## src/rtl/ntt_sched_pkg.sv

```systemverilog
`default_nettype none
// ============================================================================
// Module      : ntt_sched_pkg
// Description : Shared types and helpers for the NTT stage scheduler:
//               FSM state encoding, LOGN derivation and butterfly
//               address / twiddle-index computation.
// Revision    : 1.0 - initial release
// ============================================================================
package ntt_sched_pkg;

  typedef enum logic [1:0] {
    IDLE  = 2'd0,
    ISSUE = 2'd1,
    DRAIN = 2'd2,
    DONE  = 2'd3
  } state_t;

  // Address pair and twiddle index of one butterfly, kept at full int width
  typedef struct packed {
    logic [31:0] addr_a;
    logic [31:0] addr_b;
    logic [31:0] tw;
  } bfly_addr_t;

  // Address width needed for an n-point transform
  function automatic int calc_logn(input int n);
    return $clog2(n);
  endfunction

  // Butterfly j of stage s. The half-span len is a power of two, so its
  // log2 (l2) turns group/offset division and modulo into shift and mask.
  function automatic bfly_addr_t bfly_addr(input logic [31:0] s,
                                           input logic [31:0] j,
                                           input logic        inv,
                                           input logic [31:0] logn);
    logic [31:0] l2;
    logic [31:0] grp;
    logic [31:0] k;
    logic [31:0] a;
    bfly_addr_t  r;
    l2       = inv ? s : (logn - 32'd1 - s);
    grp      = j >> l2;
    k        = j & ((32'd1 << l2) - 32'd1);
    a        = (grp << (l2 + 32'd1)) + k;
    r.addr_a = a;
    r.addr_b = a + (32'd1 << l2);
    r.tw     = (inv ? (32'd1 << (logn - 32'd1 - s)) : (32'd1 << s)) + grp;
    return r;
  endfunction

endpackage
`default_nettype wire

```

## src/rtl/ntt_wb_delay.sv

```systemverilog
`default_nettype none
// ============================================================================
// Module      : ntt_wb_delay
// Description : Fixed-depth shift line with asynchronous active-low clear.
//               Replays the read-side valid and address pair to the write
//               port after the butterfly pipeline latency.
// Revision    : 1.0 - initial release
// ============================================================================
module ntt_wb_delay #(
  parameter int DEPTH = 4,
  parameter int WIDTH = 17
) (
  input  logic             clk,
  input  logic             reset_n,
  input  logic [WIDTH-1:0] i_data,
  output logic [WIDTH-1:0] o_data
);

  logic [WIDTH-1:0] r_pipe [DEPTH];

  // Shift one slot per cycle; clearing on reset discards any in-flight write
  always_ff @(posedge clk or negedge reset_n) begin
    if (!reset_n) begin
      for (int i = 0; i < DEPTH; i++) r_pipe[i] <= '0;
    end else begin
      r_pipe[0] <= i_data;
      for (int i = 1; i < DEPTH; i++) r_pipe[i] <= r_pipe[i-1];
    end
  end

  assign o_data = r_pipe[DEPTH-1];

endmodule
`default_nettype wire

```

## src/rtl/ntt_stage_scheduler.sv

```systemverilog
`default_nettype none
// ============================================================================
// Module      : ntt_stage_scheduler
// Description : Sequences an in-place radix-2 forward (CT) or inverse (GS)
//               NTT: per-stage butterfly read addresses and twiddle index,
//               delayed write-back addresses, and a pipeline drain between
//               stages so no stage reads data still in flight.
// Revision    : 1.0 - initial release
// ============================================================================
module ntt_stage_scheduler
  import ntt_sched_pkg::*;
#(
  parameter  int N        = 256,
  parameter  int BFLY_LAT = 4,
  localparam int LOGN     = calc_logn(N)
) (
  input  logic            clk,
  input  logic            reset_n,
  input  logic            start,
  input  logic            inverse,
  output logic            busy,
  output logic            done,
  output logic            bfly_inv,
  output logic [LOGN-1:0] stage,
  output logic            rd_en,
  output logic [LOGN-1:0] rd_addr_a,
  output logic [LOGN-1:0] rd_addr_b,
  output logic [LOGN-1:0] tw_addr,
  output logic            wr_en,
  output logic [LOGN-1:0] wr_addr_a,
  output logic [LOGN-1:0] wr_addr_b
);

  localparam int              c_JW     = LOGN - 1;
  localparam int              c_CW     = $clog2(BFLY_LAT + 1);
  localparam int              c_WB_W   = 2 * LOGN + 1;
  localparam logic [c_JW-1:0] c_J_LAST = c_JW'(N / 2 - 1);
  localparam logic [c_CW-1:0] c_D_LAST = c_CW'(BFLY_LAT - 1);
  localparam logic [LOGN-1:0] c_S_LAST = LOGN'(LOGN - 1);

  state_t            r_state, w_state_nxt;
  logic [LOGN-1:0]   r_stage, w_stage_nxt;
  logic [c_JW-1:0]   r_j,     w_j_nxt;
  logic [c_CW-1:0]   r_dcnt,  w_dcnt_nxt;
  logic              r_inv,   w_inv_nxt;
  logic              r_busy, r_done, r_rd_en;
  logic [LOGN-1:0]   r_rd_a, r_rd_b, r_tw;
  bfly_addr_t        w_bfly;
  logic [c_WB_W-1:0] w_wb;

  // Next-state sequencing; outputs are registered from the next-state view so
  // the first read appears in the cycle right after start is accepted
  always_comb begin
    w_state_nxt = r_state;
    w_stage_nxt = r_stage;
    w_j_nxt     = r_j;
    w_dcnt_nxt  = r_dcnt;
    w_inv_nxt   = r_inv;
    case (r_state)
      IDLE: begin
        if (start) begin
          w_state_nxt = ISSUE;
          w_inv_nxt   = inverse;
          w_stage_nxt = '0;
          w_j_nxt     = '0;
        end
      end
      ISSUE: begin
        if (r_j == c_J_LAST) begin
          w_state_nxt = DRAIN;
          w_dcnt_nxt  = '0;
        end else begin
          w_j_nxt = r_j + 1'b1;
        end
      end
      DRAIN: begin
        if (r_dcnt == c_D_LAST) begin
          if (r_stage == c_S_LAST) begin
            w_state_nxt = DONE;
          end else begin
            w_state_nxt = ISSUE;
            w_stage_nxt = r_stage + 1'b1;
            w_j_nxt     = '0;
          end
        end else begin
          w_dcnt_nxt = r_dcnt + 1'b1;
        end
      end
      DONE:    w_state_nxt = IDLE;
      default: w_state_nxt = IDLE;
    endcase
    w_bfly = bfly_addr(32'(w_stage_nxt), 32'(w_j_nxt), w_inv_nxt, 32'(LOGN));
  end

  // State and registered outputs
  always_ff @(posedge clk or negedge reset_n) begin
    if (!reset_n) begin
      r_state <= IDLE;
      r_stage <= '0;
      r_j     <= '0;
      r_dcnt  <= '0;
      r_inv   <= 1'b0;
      r_busy  <= 1'b0;
      r_done  <= 1'b0;
      r_rd_en <= 1'b0;
      r_rd_a  <= '0;
      r_rd_b  <= '0;
      r_tw    <= '0;
    end else begin
      r_state <= w_state_nxt;
      r_stage <= w_stage_nxt;
      r_j     <= w_j_nxt;
      r_dcnt  <= w_dcnt_nxt;
      r_inv   <= w_inv_nxt;
      r_busy  <= (w_state_nxt == ISSUE) || (w_state_nxt == DRAIN);
      r_done  <= (w_state_nxt == DONE);
      r_rd_en <= (w_state_nxt == ISSUE);
      r_rd_a  <= w_bfly.addr_a[LOGN-1:0];
      r_rd_b  <= w_bfly.addr_b[LOGN-1:0];
      r_tw    <= w_bfly.tw[LOGN-1:0];
    end
  end

  ntt_wb_delay #(
    .DEPTH (BFLY_LAT),
    .WIDTH (c_WB_W)
  ) u_wb_delay (
    .clk     (clk),
    .reset_n (reset_n),
    .i_data  ({r_rd_en, r_rd_a, r_rd_b}),
    .o_data  (w_wb)
  );

  assign {wr_en, wr_addr_a, wr_addr_b} = w_wb;
  assign busy      = r_busy;
  assign done      = r_done;
  assign bfly_inv  = r_inv;
  assign stage     = r_stage;
  assign rd_en     = r_rd_en;
  assign rd_addr_a = r_rd_a;
  assign rd_addr_b = r_rd_b;
  assign tw_addr   = r_tw;

endmodule
`default_nettype wire

```

## config.mk

```make
export PLATFORM = sky130hd
export DESIGN_NAME = ntt_stage_scheduler
export DESIGN_NICKNAME = d
export VERILOG_FILES = /design/src/rtl/ntt_sched_pkg.sv /design/src/rtl/ntt_wb_delay.sv /design/src/rtl/ntt_stage_scheduler.sv
export SDC_FILE = /design/constraint.sdc
export NUM_CORES = 1
export LEC_CHECK = 0
export CORE_ASPECT_RATIO = 1.25
export CORE_MARGIN = 1
export CORE_UTILIZATION = 30
export CTS_BUF_LIST = sky130_fd_sc_hd__clkbuf_8 sky130_fd_sc_hd__clkbuf_16
export DETAILED_ROUTE_END_ITERATION = 8
export DONT_BUFFER_PORTS = 1
export RECOVER_POWER = 50
export SKIP_LAST_GASP = 1
export SLEW_MARGIN = 20
export SYNTH_ARGS = -nofsm -noshare
export SYNTH_HDL_FRONTEND = slang
export SYNTH_HIERARCHICAL = 1
export SYNTH_SLANG_ARGS = --single-unit
```

## constraint.sdc

```tcl
create_clock -name clk -period 8 [get_ports clk]
set_input_delay 1.6 -clock clk [delete_from_list [all_inputs] [get_ports clk]]
set_output_delay 1.6 -clock clk [all_outputs]
set_load 0.01 [all_outputs]
```

==> impl_metrics.json <==
{
  "status": "complete, no violations",
  "pwr-share-seq_pct": 33.7,
  "drv_cap": 0,
  "wl_per_cell_um": 15.69,
  "start_util_pct": 30.98,
  "die_w_um": 131.6,
  "port_buffers": 0,
  "worstSkewPairLatency_ns": 0.41,
  "p_switching_mw": 1.176,
  "row_count": 58,
  "pwr-share-clk_pct": 25.2,
  "post-cts-setup-buffers": 0,
  "postRouteWirelength_um": 13810,
  "routabilityCongestion": 0.8601,
  "diodes": 0,
  "syn_avg_cell_area_um2": 10.60,
  "grt-ovfl-total": 0,
  "skew_ns": 0.01468,
  "yosys_warnings": 6,
  "cts_root_buf": "clkbuf_16",
  "antenna_found_initial": 0,
  "drt_iter0_drc": 222,
  "final_cell_mix": "dfrtp_1, ha_1, inv_1, nor2_1, a21oi_1",
  "drt-pass1-iter-count": 4,
  "synth-seq-cells": 116,
  "drc": 0,
  "powerDensity_mw_per_mm2": 410.4,
  "syn_inst": 594,
  "cp-start-kind": "input port",
  "fin_crit_sh_pct": 92.37,
  "worstSetupPathType": "input port to register",
  "yosysSeqAreaShare_pct": 46.11,
  "internal-power_mw": 1.760,
  "p_leak_nw": 3.117,
  "cp_max_fo": 9,
  "netlist_area_mm2": 0.006295,
  "ant_nets": 0,
  "grt_util_all_layers_pct": 13.84,
  "comb_power_share_pct": 41.1,
  "dp.final_hpwl_um": 10010,
  "grt_max_degree": 117,
  "ios": 57,
  "synthToLayoutAreaGrowth_pct": 13.68,
  "setup_tns_ns": 0,
  "nets": 644,
  "worstPathRequired_ns": 8.33,
  "fin_crit_ns": 7.390,
  "ir_drop_v": 0.0001820,
  "design_area_mm2": 0.007156,
  "ys.flop_type": "dfrtp_1",
  "numCtsBuffers": 17,
  "hp-class": "register to register",
  "hold_viol": 0,
  "hold_buffers": 0,
  "coreArea_mm2": 0.02032,
  "cts_tree": "done",
  "die_h_um": 164.0,
  "worst_pin_slew_ns": 0.7144,
  "die_area_mm2": 0.02157,
  "relSlewSlack_pct": 51.93,
  "fillCellCount": 2071,
  "grt_pass1_vias": 4505,
  "swShare_pct": 40.06,
  "layout_commonest_cell": "dfrtp_1",
  "place_area_mm2": 0.006565,
  "cts_buffer_depth": 2,
  "num_vias": 4397,
  "drv_slew": 0,
  "arrival_ns": 7.71,
  "synth-async-reset-ratio_pct": 100.0,
  "synth_cell_type_count": 87,
  "htreeDepth": 4,
  "vias_per_cell": 4.997,
  "synthesis.nets": 640,
  "grt_pass1_wl_um": 23240,
  "endpoint_kind": "register",
  "drive_above_1_share_pct": 14.75,
  "synth_edf_count": 0,
  "rsz0062_at_grt": "no",
  "setup_viol": 0,
  "path_clk_slew_ns": 0.05,
  "timing.fmax_mhz": 135.3,
  "cts.sinks": 116
}
synthesized netlist by cell type (4+ instances only):
cell type | count | area [µm²]
a211oi_1 | 8 | 60.06
a21o_1 | 10 | 75.07
a21oi_1 | 33 | 165.2
a31oi_1 | 4 | 25.02
and2_1 | 9 | 56.30
and3_1 | 7 | 43.79
buf_2 | 9 | 45.04
buf_4 | 17 | 127.6
clkbuf_1 | 6 | 22.52
dfrtp_1 | 116 | 2903
ha_1 | 39 | 488.0
inv_1 | 35 | 131.4
inv_2 | 4 | 15.01
mux2i_1 | 5 | 50.05
nand2_1 | 28 | 105.1
nand2b_1 | 9 | 56.30
nand3_1 | 24 | 120.1
nand4_1 | 8 | 50.05
nor2_1 | 36 | 135.1
nor2b_1 | 5 | 31.28
nor3_1 | 17 | 85.08
o21ai_0 | 20 | 100.1
o21bai_1 | 10 | 75.07
xnor2_1 | 25 | 219.0
xor2_1 | 9 | 78.83
flip-flops by register name, summed over array words and instances, names as in the netlist:
register / cells
u_wb_delay/r_pipe: 51
u_wb_delay/o_data: 17
rd_addr_a: 8
rd_addr_b: 8
stage: 8
tw_addr: 8
r_j: 7
r_dcnt: 3
r_state: 2
bfly_inv: 1
busy: 1
done: 1
rd_en: 1
critical path, stage by stage:
cell and delay (ns):
or3b_4 0.39, o311a_1 0.15, or2_0 0.36, xnor2_1 0.56, nand3_1 0.20, ha_1 0.33
or4b_2 0.57, nor4_1 0.37, o221ai_2 0.19, nor4_2 0.25, buf_4 0.17, and2_1 0.13
ha_1 0.17, inv_1 0.06, fa_1 0.52, inv_1 0.06, ha_1 0.26, a21o_1 0.18
a21oi_1 0.19, o21bai_1 0.09, a21oi_1 0.20, o21bai_1 0.08, a21oi_1 0.18, xnor2_1 0.15
xnor2_1 0.15, xor2_1 0.15
path summary, 6_finish.rpt:
| kind | startpoint | depth (start not counted) | slack [ns] | endpoint |
|---|---|---|---|---|
| min in group asynchronous | reset_n | 0 | 0.89 | u_wb_delay/r_pipe[17] |
| min reg2reg | u_wb_delay/r_pipe[55] | 0 | 0.34 | u_wb_delay/r_pipe[38] |
| max reg2reg | stage[0] | 31 | 0.77 | rd_addr_b[7] |
| max | start | 26 | 0.61 | rd_addr_b[7] |
| min | u_wb_delay/r_pipe[55] | 0 | 0.34 | u_wb_delay/r_pipe[38] |
| max in group asynchronous | reset_n | 0 | 6.96 | u_wb_delay/r_pipe[58] |
metal layers:
metal  routed length (µm)  up-vias  GRT usage (%)
met5                    0        -              0
met4                  241        0          5.391
met3                  723       18          4.753
met2                 6976      101          23.23
met1                 5866     2151          16.24
li1                     -     2127              -
power by group through the flow:
stage          clock network (mW)  logic [mW]  registers [mW]
6_report                    0.740        1.21           0.989
5_1_grt                     0.792        1.34            1.02
4_1_cts                     0.766        1.20           0.998
3_5_place_dp                    0        1.19            1.00
3_3_place_gp                    0        1.19           0.992
2_1_floorplan                   0       0.974           0.924
stage by stage:
step / setup slack [ns] / utilization [%] / power [mW] / hold slack, ns / std cells
final: 0.6102 / 35.22 / 2.937 / 0.3370 / 880
after global routing: 0.06656 / 35.22 / 3.158 / 0.3484 / 880
after CTS: 0.4537 / 35.20 / 2.968 / 0.3402 / 880
after detailed placement: 0.04687 / 32.31 / 2.198 / 0.3347 / 849
after global placement: 0.1574 / 32.31 / 2.178 / 0.3312 / 849
after floorplan: 0.2951 / - / 1.898 / 0.3312 / 594
final cells by class:
class / instances / area (µm²) / share of cell area, %
clock buffers: 21 / 480.5 / 6.714
well taps: 270 / 337.8 / 4.721
clock inverters: 10 / 106.4 / 1.486
multi-input cells: 402 / 3020 / 42.21
inverters: 40 / 150.1 / 2.098
flip-flops and latches: 116 / 2903 / 40.57
repair buffers: 21 / 157.7 / 2.203
repair_timing:
item                       in CTS  in global routing
hold endpoints to repair        0                  0
resized for setup               0                  1
setup endpoints to repair       0                  1
cells by family after synthesis:
kind of cell    synth area share, %
simple gates                  16.84
xor+xnor                      4.989
compound gates                15.42
flops                         46.11
fa+ha+maj                     8.706
mux                           1.968
buf+inv                       5.963
No activity file was read; power rests on OpenSTA's default activity.
